<file path="src/rtl/sc_random_lane_scheduler.sv">
// Spawn-window scheduler: opens one window every LEVEL+1 road-scroll events and picks a lane using an 8-bit LFSR.
// The optional pause input is enabled by defining SC_RANDOM_LANE_SCHEDULER_PAUSE_EN.
module sc_random_lane_scheduler #(
    parameter int         LEVEL_W   = 2,
    parameter int         CHANNELS  = 4,
    parameter logic [7:0] LFSR_SEED = 8'hA5
) (
    input  logic                SC_RANDOM_LANE_SCHEDULER_CLOCK_50,
    input  logic                SC_RANDOM_LANE_SCHEDULER_RESET_InHigh,
    input  logic                SC_RANDOM_LANE_SCHEDULER_START_InLow,
    input  logic                SC_RANDOM_LANE_SCHEDULER_DOWN_InLow,
    input  logic [LEVEL_W-1:0]  SC_RANDOM_LANE_SCHEDULER_LEVEL_InLow,
`ifdef SC_RANDOM_LANE_SCHEDULER_PAUSE_EN
    input  logic                SC_RANDOM_LANE_SCHEDULER_PAUSE_InLow,
`endif
    output logic                SC_RANDOM_LANE_SCHEDULER_SELECTION,
    output logic [CHANNELS-1:0] SC_RANDOM_LANE_SCHEDULER_LANE,
    output logic                SC_RANDOM_LANE_SCHEDULER_BUSY
);

    localparam int         IDX_W = (CHANNELS > 1) ? $clog2(CHANNELS) : 1;
    localparam logic [7:0] SEED  = (LFSR_SEED == 8'h00) ? 8'h01 : LFSR_SEED;

    typedef enum logic [1:0] {
        ST_IDLE       = 2'd0,
        ST_WAIT_START = 2'd1,
        ST_READY      = 2'd2,
        ST_COUNT      = 2'd3
    } state_t;

    state_t              state_q;
    logic [LEVEL_W-1:0]  cnt_q;
    logic [IDX_W-1:0]    idx_q;
    logic [7:0]          lfsr_q;
    logic [7:0]          lfsr_d;
    logic [IDX_W-1:0]    cand;
    logic [IDX_W-1:0]    pick_idx;
    logic [CHANNELS-1:0] pick_onehot;
    logic                sel_q;
    logic                busy_q;
    logic [CHANNELS-1:0] lane_q;
    logic                run;

`ifdef SC_RANDOM_LANE_SCHEDULER_PAUSE_EN
    assign run = SC_RANDOM_LANE_SCHEDULER_PAUSE_InLow;
`else
    assign run = 1'b1;
`endif

    always_comb begin
        lfsr_d = {lfsr_q[6:0], lfsr_q[7] ^ lfsr_q[5] ^ lfsr_q[4] ^ lfsr_q[3]};
    end

    // Bump a repeated candidate to the next lane; the index wraps naturally since CHANNELS is a power of two.
    always_comb begin
        cand     = lfsr_q[IDX_W-1:0];
        pick_idx = (cand == idx_q) ? cand + IDX_W'(1) : cand;
    end

    generate
        for (genvar gi = 0; gi < CHANNELS; gi++) begin : g_onehot
            assign pick_onehot[gi] = (pick_idx == IDX_W'(gi));
        end
    endgenerate

    always_ff @(posedge SC_RANDOM_LANE_SCHEDULER_CLOCK_50) begin
        if (SC_RANDOM_LANE_SCHEDULER_RESET_InHigh) begin
            state_q <= ST_IDLE;
            cnt_q   <= '0;
            idx_q   <= '0;
            lfsr_q  <= SEED;
            sel_q   <= 1'b0;
            busy_q  <= 1'b0;
            lane_q  <= CHANNELS'(1);
        end else if (!run) begin
            // Everything freezes; only the window indication is masked.
            sel_q <= 1'b0;
        end else begin
            lfsr_q <= lfsr_d;
            case (state_q)
                ST_IDLE: begin
                    state_q <= ST_WAIT_START;
                    sel_q   <= 1'b0;
                    busy_q  <= 1'b0;
                end
                ST_WAIT_START: begin
                    sel_q  <= 1'b0;
                    busy_q <= 1'b0;
                    if (!SC_RANDOM_LANE_SCHEDULER_START_InLow) begin
                        state_q <= ST_READY;
                        idx_q   <= pick_idx;
                        lane_q  <= pick_onehot;
                        sel_q   <= 1'b1;
                    end
                end
                ST_READY: begin
                    sel_q  <= 1'b1;
                    busy_q <= 1'b0;
                    if (!SC_RANDOM_LANE_SCHEDULER_DOWN_InLow &&
                        (SC_RANDOM_LANE_SCHEDULER_LEVEL_InLow != '0)) begin
                        state_q <= ST_COUNT;
                        cnt_q   <= SC_RANDOM_LANE_SCHEDULER_LEVEL_InLow;
                        sel_q   <= 1'b0;
                        busy_q  <= 1'b1;
                    end
                end
                ST_COUNT: begin
                    sel_q  <= 1'b0;
                    busy_q <= 1'b1;
                    if (!SC_RANDOM_LANE_SCHEDULER_DOWN_InLow) begin
                        if (cnt_q == LEVEL_W'(1)) begin
                            state_q <= ST_READY;
                            idx_q   <= pick_idx;
                            lane_q  <= pick_onehot;
                            sel_q   <= 1'b1;
                            busy_q  <= 1'b0;
                        end else begin
                            cnt_q <= cnt_q - LEVEL_W'(1);
                        end
                    end
                end
                default: begin
                    state_q <= ST_IDLE;
                    sel_q   <= 1'b0;
                    busy_q  <= 1'b0;
                end
            endcase
        end
    end

    assign SC_RANDOM_LANE_SCHEDULER_SELECTION = sel_q;
    assign SC_RANDOM_LANE_SCHEDULER_BUSY      = busy_q;
    assign SC_RANDOM_LANE_SCHEDULER_LANE      = lane_q;

endmodule
</file>
<file path="config.mk">
export PLATFORM = sky130hd
export DESIGN_NAME = sc_random_lane_scheduler
export DESIGN_NICKNAME = d
export VERILOG_FILES = /design/src/rtl/sc_random_lane_scheduler.sv
export SDC_FILE = /design/constraint.sdc
export NUM_CORES = 1
export LEC_CHECK = 0
export ABC_AREA = 0
export BUFFER_PORTS_ARGS = -buffer_cell sky130_fd_sc_hd__buf_4
export CELL_PAD_IN_SITES_DETAIL_PLACEMENT = 1
export CELL_PAD_IN_SITES_GLOBAL_PLACEMENT = 1
export CORE_AREA = 2 2 49 51
export CTS_CLUSTER_SIZE = 10
export DETAILED_ROUTE_END_ITERATION = 8
export DIE_AREA = 0 0 51 53
export PLACE_DENSITY = 0.77
export SLEW_MARGIN = 5
export SYNTH_ARGS = -nofsm -noshare
export SYNTH_HDL_FRONTEND = slang
export SYNTH_SLANG_ARGS = --single-unit
</file>
<file path="constraint.sdc">
create_clock -name SC_RANDOM_LANE_SCHEDULER_CLOCK_50 -period 2.2 [get_ports SC_RANDOM_LANE_SCHEDULER_CLOCK_50]
set_input_delay 0 -clock SC_RANDOM_LANE_SCHEDULER_CLOCK_50 [delete_from_list [all_inputs] [get_ports SC_RANDOM_LANE_SCHEDULER_CLOCK_50]]
set_output_delay 0 -clock SC_RANDOM_LANE_SCHEDULER_CLOCK_50 [all_outputs]
set_load 0.02 [all_outputs]
</file>
==> flow_summary.json, run 1 <==
{
  "cts_setup_buffers": 0,
  "p_leak_nw": 0.394,
  "drtAntennaViolNets": 0,
  "rrSetupSlack_ps": 510,
  "gp_congestion": 0.742,
  "fin_crit_sh_pct": 76.8,
  "synth_top_area_cell": "dfxtp_1",
  "antenna_found_initial": 0,
  "cts_root_buffer": "clkbuf_4",
  "hold_viol_final": 0,
  "ys.warnings.count": 0,
  "endpoint_kind": "register",
  "finalClockSkew_ps": 2.11,
  "syn_inst": 88,
  "tns_ps": 0,
  "die_w_um": 51,
  "port-buffer-count": 11,
  "synthToLayoutAreaGrowth_pct": 14.2,
  "rows": 17,
  "p_per_area_mw_per_mm2": 738,
  "status": "finished, final reports clean",
  "p_sw_w": 0.000187,
  "grt_start_max_net_pins": 18,
  "syn-num-nets": 95,
  "rsz0062_at_grt": "false",
  "seqPwrFrac_pct": 59.2,
  "diodes": 0,
  "fin_nets": 108,
  "ir_drop_mv": 0.277,
  "ys_types": 30,
  "post_drt_via_cell_ratio": 4.87,
  "yosysMostFrequentCell": "dfxtp_1",
  "synth_top_area_share_pct": 48.7,
  "p_int_w": 0.000505,
  "critical_path.max_fanout": 8,
  "pwr-share-clk_pct": 24.7,
  "finalCriticalPeriod_ps": 1690,
  "wl_um": 1540,
  "drv_slew": 0,
  "tightest_slew_ps": 424,
  "max_freq_ghz": 0.592,
  "synth_common_cells": "dfxtp_1 (20), nand2_1 (10), nor2_1 (10), a21oi_1 (6), inv_1 (5)",
  "synth_edf_count": 0,
  "grt_pass1_vias": 587,
  "synth_seq_cells": 20,
  "io_pins": 12,
  "grt_remaining_overflow": 0,
  "clock_path_buffers": 2,
  "avgSynthCellArea_sq_um": 9.34,
  "crit_type": "reg -> reg",
  "layout_setup_ws_ps": 510,
  "die_h_um": 53,
  "netSwitchingFraction_pct": 27.0,
  "r2r_cells": 5,
  "crit_path_start_kind": "register",
  "setup_viol": 0,
  "r2r-end": "SC_RANDOM_LANE_SCHEDULER_LANE[1]$_SDFFE_PP0P_",
  "hold_start": "SC_RANDOM_LANE_SCHEDULER_START_InLow",
  "drc": 0,
  "drive_gt1_share_pct": 21.2,
  "drt_iter0_drc": 3,
  "dieArea_sq_mm": 0.00270,
  "vias": 619,
  "start_util_pct": 38.3,
  "share_comb_of_total_power_pct": 16.1,
  "dp_slack_ps": 535,
  "synthArstFlopShare_pct": 0,
  "coreArea_sq_mm": 0.00215,
  "clkSinkCount": 20,
  "hp-class": "in -> reg",
  "grt_usage_pct": 13.5,
  "worstSkewPairLatency_ps": 300,
  "cts_tree": "built",
  "worstHoldEndpoint": "state_q[1]$_SDFFE_PP0P_",
  "dp_hpwl_um": 1130,
  "cp.required_ps": 2440,
  "holdPathStages": 4,
  "first_pass_iters": 4,
  "slew_headroom_pct": 70.9,
  "max_cap_viol_count": 0,
  "syn_area_sq_um": 822,
  "path_clk_slew_ps": 110,
  "grt_pass1_wl_um": 2560,
  "wl_per_cell_um": 12.1,
  "cp_data_arrival_time_ps": 1930,
  "synth.area.top_cells": "dfxtp_1 (49%), nand2_1 (4.6%), nor2_1 (4.6%)",
  "cts_buffers": 3,
  "reg2reg_from": "cnt_q[0]$_SDFFE_PP0P_",
  "synth_ff_type": "dfxtp_1",
  "h-tree-depth": 1,
  "ys_seq_area_share_pct": 48.7
}
## layout make-up
cell class	count	area, sq um
Clock buffer	3	22.5
Fill cell	255	1210
Multi-Input combinational cell	59	369
Sequential cell	20	400
Inverter	5	18.8
Tap cell	28	35.0
Timing Repair Buffer	12	92.6
## routing by layer
layer,vias to the layer above,wire (um),track usage (%)
li1,316,-,-
met1,287,723,15.8
met2,11,709,21.4
met3,5,60,2.54
met4,0,45,10.8
met5,-,0,0
## what timing repair did
action,4_1_cts,5_1_grt
hold endpoints to repair,7,0
hold buffers,1,0
gates resized for setup,0,0
## cell families (layout without fill, tap and decap cells)
group | Yosys count | after routing | share of synthesized area [%]
adders and majority gates | 1 | 1 | 1.52
muxes | 2 | 2 | 2.44
xor gates and xnor gates | 4 | 4 | 4.26
DFF | 20 | 20 | 48.7
and+or+nand+nor | 37 | 37 | 23.4
buffers and inverters | 9 | 20 | 6.39
AOI/OAI and AO/OA | 15 | 15 | 13.2
## sequential cells by signal (all words and copies together), names as in the netlist
| signal | flops |
|---|---|
| cnt_q | 2 |
| SC_RANDOM_LANE_SCHEDULER_LANE | 4 |
| state_q | 2 |
| SC_RANDOM_LANE_SCHEDULER_SELECTION | 1 |
| SC_RANDOM_LANE_SCHEDULER_BUSY | 1 |
| idx_q | 2 |
| lfsr_q | 8 |
## worst max-delay path by stage
| stage | from | to |
|---|---|---|
| after detailed placement | cnt_q[1]$_SDFFE_PP0P_ | SC_RANDOM_LANE_SCHEDULER_LANE[1]$_SDFFE_PP0P_ |
| after global placement | cnt_q[0]$_SDFFE_PP0P_ | SC_RANDOM_LANE_SCHEDULER_LANE[1]$_SDFFE_PP0P_ |
| after floorplan | cnt_q[0]$_SDFFE_PP0P_ | SC_RANDOM_LANE_SCHEDULER_LANE[1]$_SDFFE_PP0P_ |
| final | cnt_q[0]$_SDFFE_PP0P_ | SC_RANDOM_LANE_SCHEDULER_LANE[1]$_SDFFE_PP0P_ |
| after CTS | cnt_q[1]$_SDFFE_PP0P_ | SC_RANDOM_LANE_SCHEDULER_LANE[1]$_SDFFE_PP0P_ |
| after global routing | cnt_q[0]$_SDFFE_PP0P_ | SC_RANDOM_LANE_SCHEDULER_LANE[1]$_SDFFE_PP0P_ |
## layout by cell type, fill, tap and decap left out, types with 2 or more instances in the layout
cell	count
dfxtp_1	20
buf_4	11
xor2_1	3
nor3_1	3
nor2b_1	3
a211oi_1	3
a21oi_1	6
nor2_1	10
nand2_1	10
o221a_2	2
clkbuf_4	3
or2_2	2
mux2i_1	2
inv_1	5
## metrics by stage
step                area, sq um  total power [W]  utilization [%]  hold slack [ps]  std cells
floorplan                   822         0.000498                -             71.6         88
global placement            906         0.000525             42.2              295        123
detailed placement          906         0.000529             42.2              298        123
CTS                         938         0.000701             43.7             14.4        127
global route                938         0.000730             43.7             27.5        127
finish                      938         0.000692             43.7             20.7        127
## worst max-delay path: stages (launching register included)
cell and delay (ps):
dfxtp_1 370, ha_1 180, or2b_1 270, o21ba_1 280, or3b_1 410, a21oi_2 130
## power by group through the flow
stage | Sequential (W) | Clock (W) | Combinational (W)
6_report | 0.000410 | 0.000171 | 0.000111
5_1_grt | 0.000416 | 0.000192 | 0.000123
4_1_cts | 0.000410 | 0.000177 | 0.000113
3_5_place_dp | 0.000418 | 0 | 0.000111
3_3_place_gp | 0.000417 | 0 | 0.000108
2_1_floorplan | 0.000417 | 0 | 0.0000815
No activity file was read; power rests on OpenSTA's default activity.
==> inputs of run 2 (changes only) <==
Settings changed: ABC_AREA 0 to 1, CORE_AREA 2 2 49 51 to 2 2 53 55, DIE_AREA 0 0 51 53 to 0 0 55 57, PLACE_DENSITY 0.77 to 0.74.
Clock period 2.2 ns to 1.4 ns, I/O delays scaled along.
==> run 2 against run 1 <==
  * Hold slack better by 20 ps
  * Sequential power rose by 60%
  * Area after synthesis up 3.2%
  * Register-to-register slack worse by 310 ps
  * Sequential share of layout area is 4.0 points lower
  * Routed wire length increased by 9.9%
  * Combinational power rose by 98%
  * Maximum frequency up 41%
  * Synthesized cell count rose by 24%
  * Via count rose by 14%
  * First-iteration DRC count did not move
  * Die area is 16% higher
==> flow_summary.json, run 2 <==
{
  "final_common_cell": "nand2_1",
  "first_pass_iters": 3,
  "avgSynthCellArea_sq_um": 7.78,
  "io_pins": 12,
  "vias": 706,
  "die_w_um": 55,
  "dieArea_sq_mm": 0.00314,
  "hold_viol_final": 0,
  "syn_area_sq_um": 848,
  "grt_pass1_wl_um": 3050,
  "cts_root_buffer": "clkbuf_4",
  "clkSinkCount": 20,
  "p_sw_w": 0.000350,
  "grt_use_met1_pct": 16.9,
  "tightest_slew_ps": 270,
  "reg2reg_from": "cnt_q[0]$_SDFFE_PP0P_",
  "max_cap_viol_count": 0,
  "synthToLayoutAreaGrowth_pct": 22.0,
  "crit_path_start_kind": "register",
  "dp_hpwl_um": 1330,
  "hold_ws_ps": 40.9,
  "cp_num_buf_inv": 0,
  "grt_usage_pct": 13.4,
  "ys_types": 21,
  "drive_gt1_share_pct": 29.0,
  "seqPwrFrac_pct": 48.6,
  "tns_ps": 0,
  "slew_headroom_pct": 82.0,
  "share_comb_of_total_power_pct": 16.3,
  "fin_nets": 132,
  "rsz0062_at_grt": "false",
  "drt_iter0_drc": 3,
  "grt_pass1_vias": 740,
  "p_int_w": 0.000997,
  "synth_edf_count": 0,
  "finalInstanceArea_sq_mm": 0.00103,
  "synth_seq_cells": 20,
  "cts_tree": "built",
  "rrSetupSlack_ps": 200,
  "status": "finished, final reports clean",
  "holdPathStages": 4,
  "start_util_pct": 32.4,
  "largest_reg_flops": 8,
  "critPathMostFrequentCell": "nand2_1",
  "ys.warnings.count": 0,
  "fin_crit_sh_pct": 85.8,
  "fillCellCount": 342,
  "r2r-end": "SC_RANDOM_LANE_SCHEDULER_LANE[0]$_SDFFE_PP1P_",
  "h-tree-depth": 1,
  "worstSkewPairLatency_ps": 300,
  "synth_top_area_cell": "dfxtp_1",
  "p_per_area_mw_per_mm2": 1300,
  "cts_setup_buffers": 0,
  "cpLargestDelayFamily": "simple AND/OR/NAND/NOR gates",
  "endpoint_kind": "register",
  "synth_common_cells": "nand2_1 (28), dfxtp_1 (20), inv_1 (10)",
  "pwr-share-clk_pct": 35.1,
  "syn_inst": 109,
  "finalPower_w": 0.00135,
  "synth.area.top_cells": "dfxtp_1 (47%), nand2_1 (12%), nand2_2 (5.9%)",
  "rows": 19,
  "post_drt_via_cell_ratio": 4.55,
  "dpl_cell_area_sq_um": 965,
  "cts_buffers": 3,
  "crit_slowest_cell": "dfxtp_1",
  "cpPeakStageDelay_ps": 370,
  "clock_path_buffers": 2,
  "use_met2_pct": 20.7,
  "max_freq_ghz": 0.833,
  "worstHoldEndpoint": "state_q[0]$_SDFFE_PP0P_",
  "path_cells": "ha_1, nand2_1, nand2_1, nand3_4, nand2_1, nand2_1, nand2_1, nand2_1",
  "synth_ff_type": "dfxtp_1",
  "ys_seq_area_share_pct": 47.2,
  "finalCriticalPeriod_ps": 1200,
  "final_cell_mix": "nand2_1 (28), dfxtp_1 (20), buf_4 (11), inv_1 (10)",
  "yosysMostFrequentCell": "nand2_1",
  "cp_data_arrival_time_ps": 1400,
  "gp_congestion": 0.685,
  "port-buffer-count": 11,
  "place_inst": 150,
  "drc": 0,
  "crit_type": "reg -> reg",
  "synthArstFlopShare_pct": 0,
  "p_leak_nw": 0.476,
  "cp.required_ps": 1600,
  "path_clk_slew_ps": 120,
  "coreArea_sq_mm": 0.00262,
  "syn-num-nets": 116,
  "synth_top_area_share_pct": 47.2,
  "grt_util_met3_pct": 4.71,
  "grt_remaining_overflow": 0,
  "antenna_found_initial": 0,
  "finalClockSkew_ps": 2.95,
  "final_cells": 155,
  "diodes": 0,
  "die_h_um": 57,
  "r2r_cells": 8,
  "netSwitchingFraction_pct": 26.0,
  "critical_path.max_fanout": 8,
  "top_usage_layer": "met2",
  "drtAntennaViolNets": 0,
  "hp-class": "in -> reg",
  "wl_um": 1690,
  "ir_drop_mv": 0.728,
  "grt_start_max_net_pins": 16,
  "hold_start": "SC_RANDOM_LANE_SCHEDULER_DOWN_InLow",
  "top_register": "lfsr_q",
  "wl_per_cell_um": 10.9,
  "drv_slew": 0,
  "setup_viol": 0
}
run 2: cell types whose count changed in the layout (fill, tap and decap cells not counted), sizes merged, moves of 3 or more:
cell / before / now
o21ai: 0 / 4
a21oi: 7 / 11
nand2: 10 / 36
nor2b: 3 / 0
inv: 5 / 14
nor3: 3 / 0
a211oi: 3 / 0
nand3: 1 / 7
run 2: repair_timing:
item / CTS / global route
endpoints found under the hold margin: 11 / 0
gates resized for setup: 0 / 1
endpoints found under the setup margin: 0 / 1
hold buffers: 1 / 0
run 2: final cells by class:
| cell class | instances | area [sq um] | area share (%) |
|---|---|---|---|
| flip-flops and latches | 20 | 400 | 38.7 |
| inverters | 14 | 52.6 | 5.08 |
| repair buffers | 12 | 92.6 | 8.95 |
| well taps | 31 | 38.8 | 3.75 |
| multi-input cells | 74 | 398 | 38.5 |
| clock inverters | 1 | 30.0 | 2.90 |
| clock buffers | 3 | 22.5 | 2.18 |
run 2: metrics by stage:
step | utilization [%] | setup slack (ps)
CTS | 39.3 | 168
finish | 39.6 | 199
detailed placement | 36.9 | 199
global placement | 36.9 | 259
floorplan | - | 335
global route | 39.6 | 27.9
run 2: how the worst max path moves through the flow:
stage / start / to / slack (ps) / cells after the start
finish: cnt_q[0]$_SDFFE_PP0P_ / SC_RANDOM_LANE_SCHEDULER_LANE[0]$_SDFFE_PP1P_ / 200 / 8
global route: cnt_q[1]$_SDFFE_PP0P_ / SC_RANDOM_LANE_SCHEDULER_LANE[0]$_SDFFE_PP1P_ / 30 / 9
CTS: cnt_q[0]$_SDFFE_PP0P_ / SC_RANDOM_LANE_SCHEDULER_LANE[0]$_SDFFE_PP1P_ / 170 / 8
detailed placement: cnt_q[0]$_SDFFE_PP0P_ / SC_RANDOM_LANE_SCHEDULER_LANE[0]$_SDFFE_PP1P_ / 200 / 8
global placement: cnt_q[0]$_SDFFE_PP0P_ / SC_RANDOM_LANE_SCHEDULER_LANE[0]$_SDFFE_PP1P_ / 260 / 8
floorplan: cnt_q[0]$_SDFFE_PP0P_ / SC_RANDOM_LANE_SCHEDULER_LANE[0]$_SDFFE_PP1P_ / 330 / 8
run 2: layer usage:
layer / vias up / wire, um
met5: - / 0
met4: 0 / 12
met3: 2 / 58
met2: 10 / 851
met1: 322 / 769
li1: 372 / -
run 2: kinds of logic (layout without fill, tap and decap cells):
logic type | count (synthesis) | after routing | share of synthesized area (%)
buffers and inverters | 15 | 30 | 6.78
XOR/XNOR | 2 | 2 | 2.07
AO/OA/AOI/OAI | 15 | 15 | 11.5
flip-flops | 20 | 20 | 47.2
AND/OR/NAND/NOR | 56 | 56 | 31.0
adder cells (fa/ha/maj) | 1 | 1 | 1.47
run 2: worst min-delay path, stage by stage:
cell     delay, ps
buf_4          110
o21ai_1        100
nand2_1         70
nor2_1          40
run 2: power groups by stage:
stage	Sequential [W]	Combinational [W]	Clock, W
floorplan	0.000677	0.000137	0
global placement	0.000665	0.000210	0
detailed placement	0.000668	0.000218	0
CTS	0.000655	0.000221	0.000488
global route	0.000664	0.000255	0.000522
finish	0.000655	0.000220	0.000473
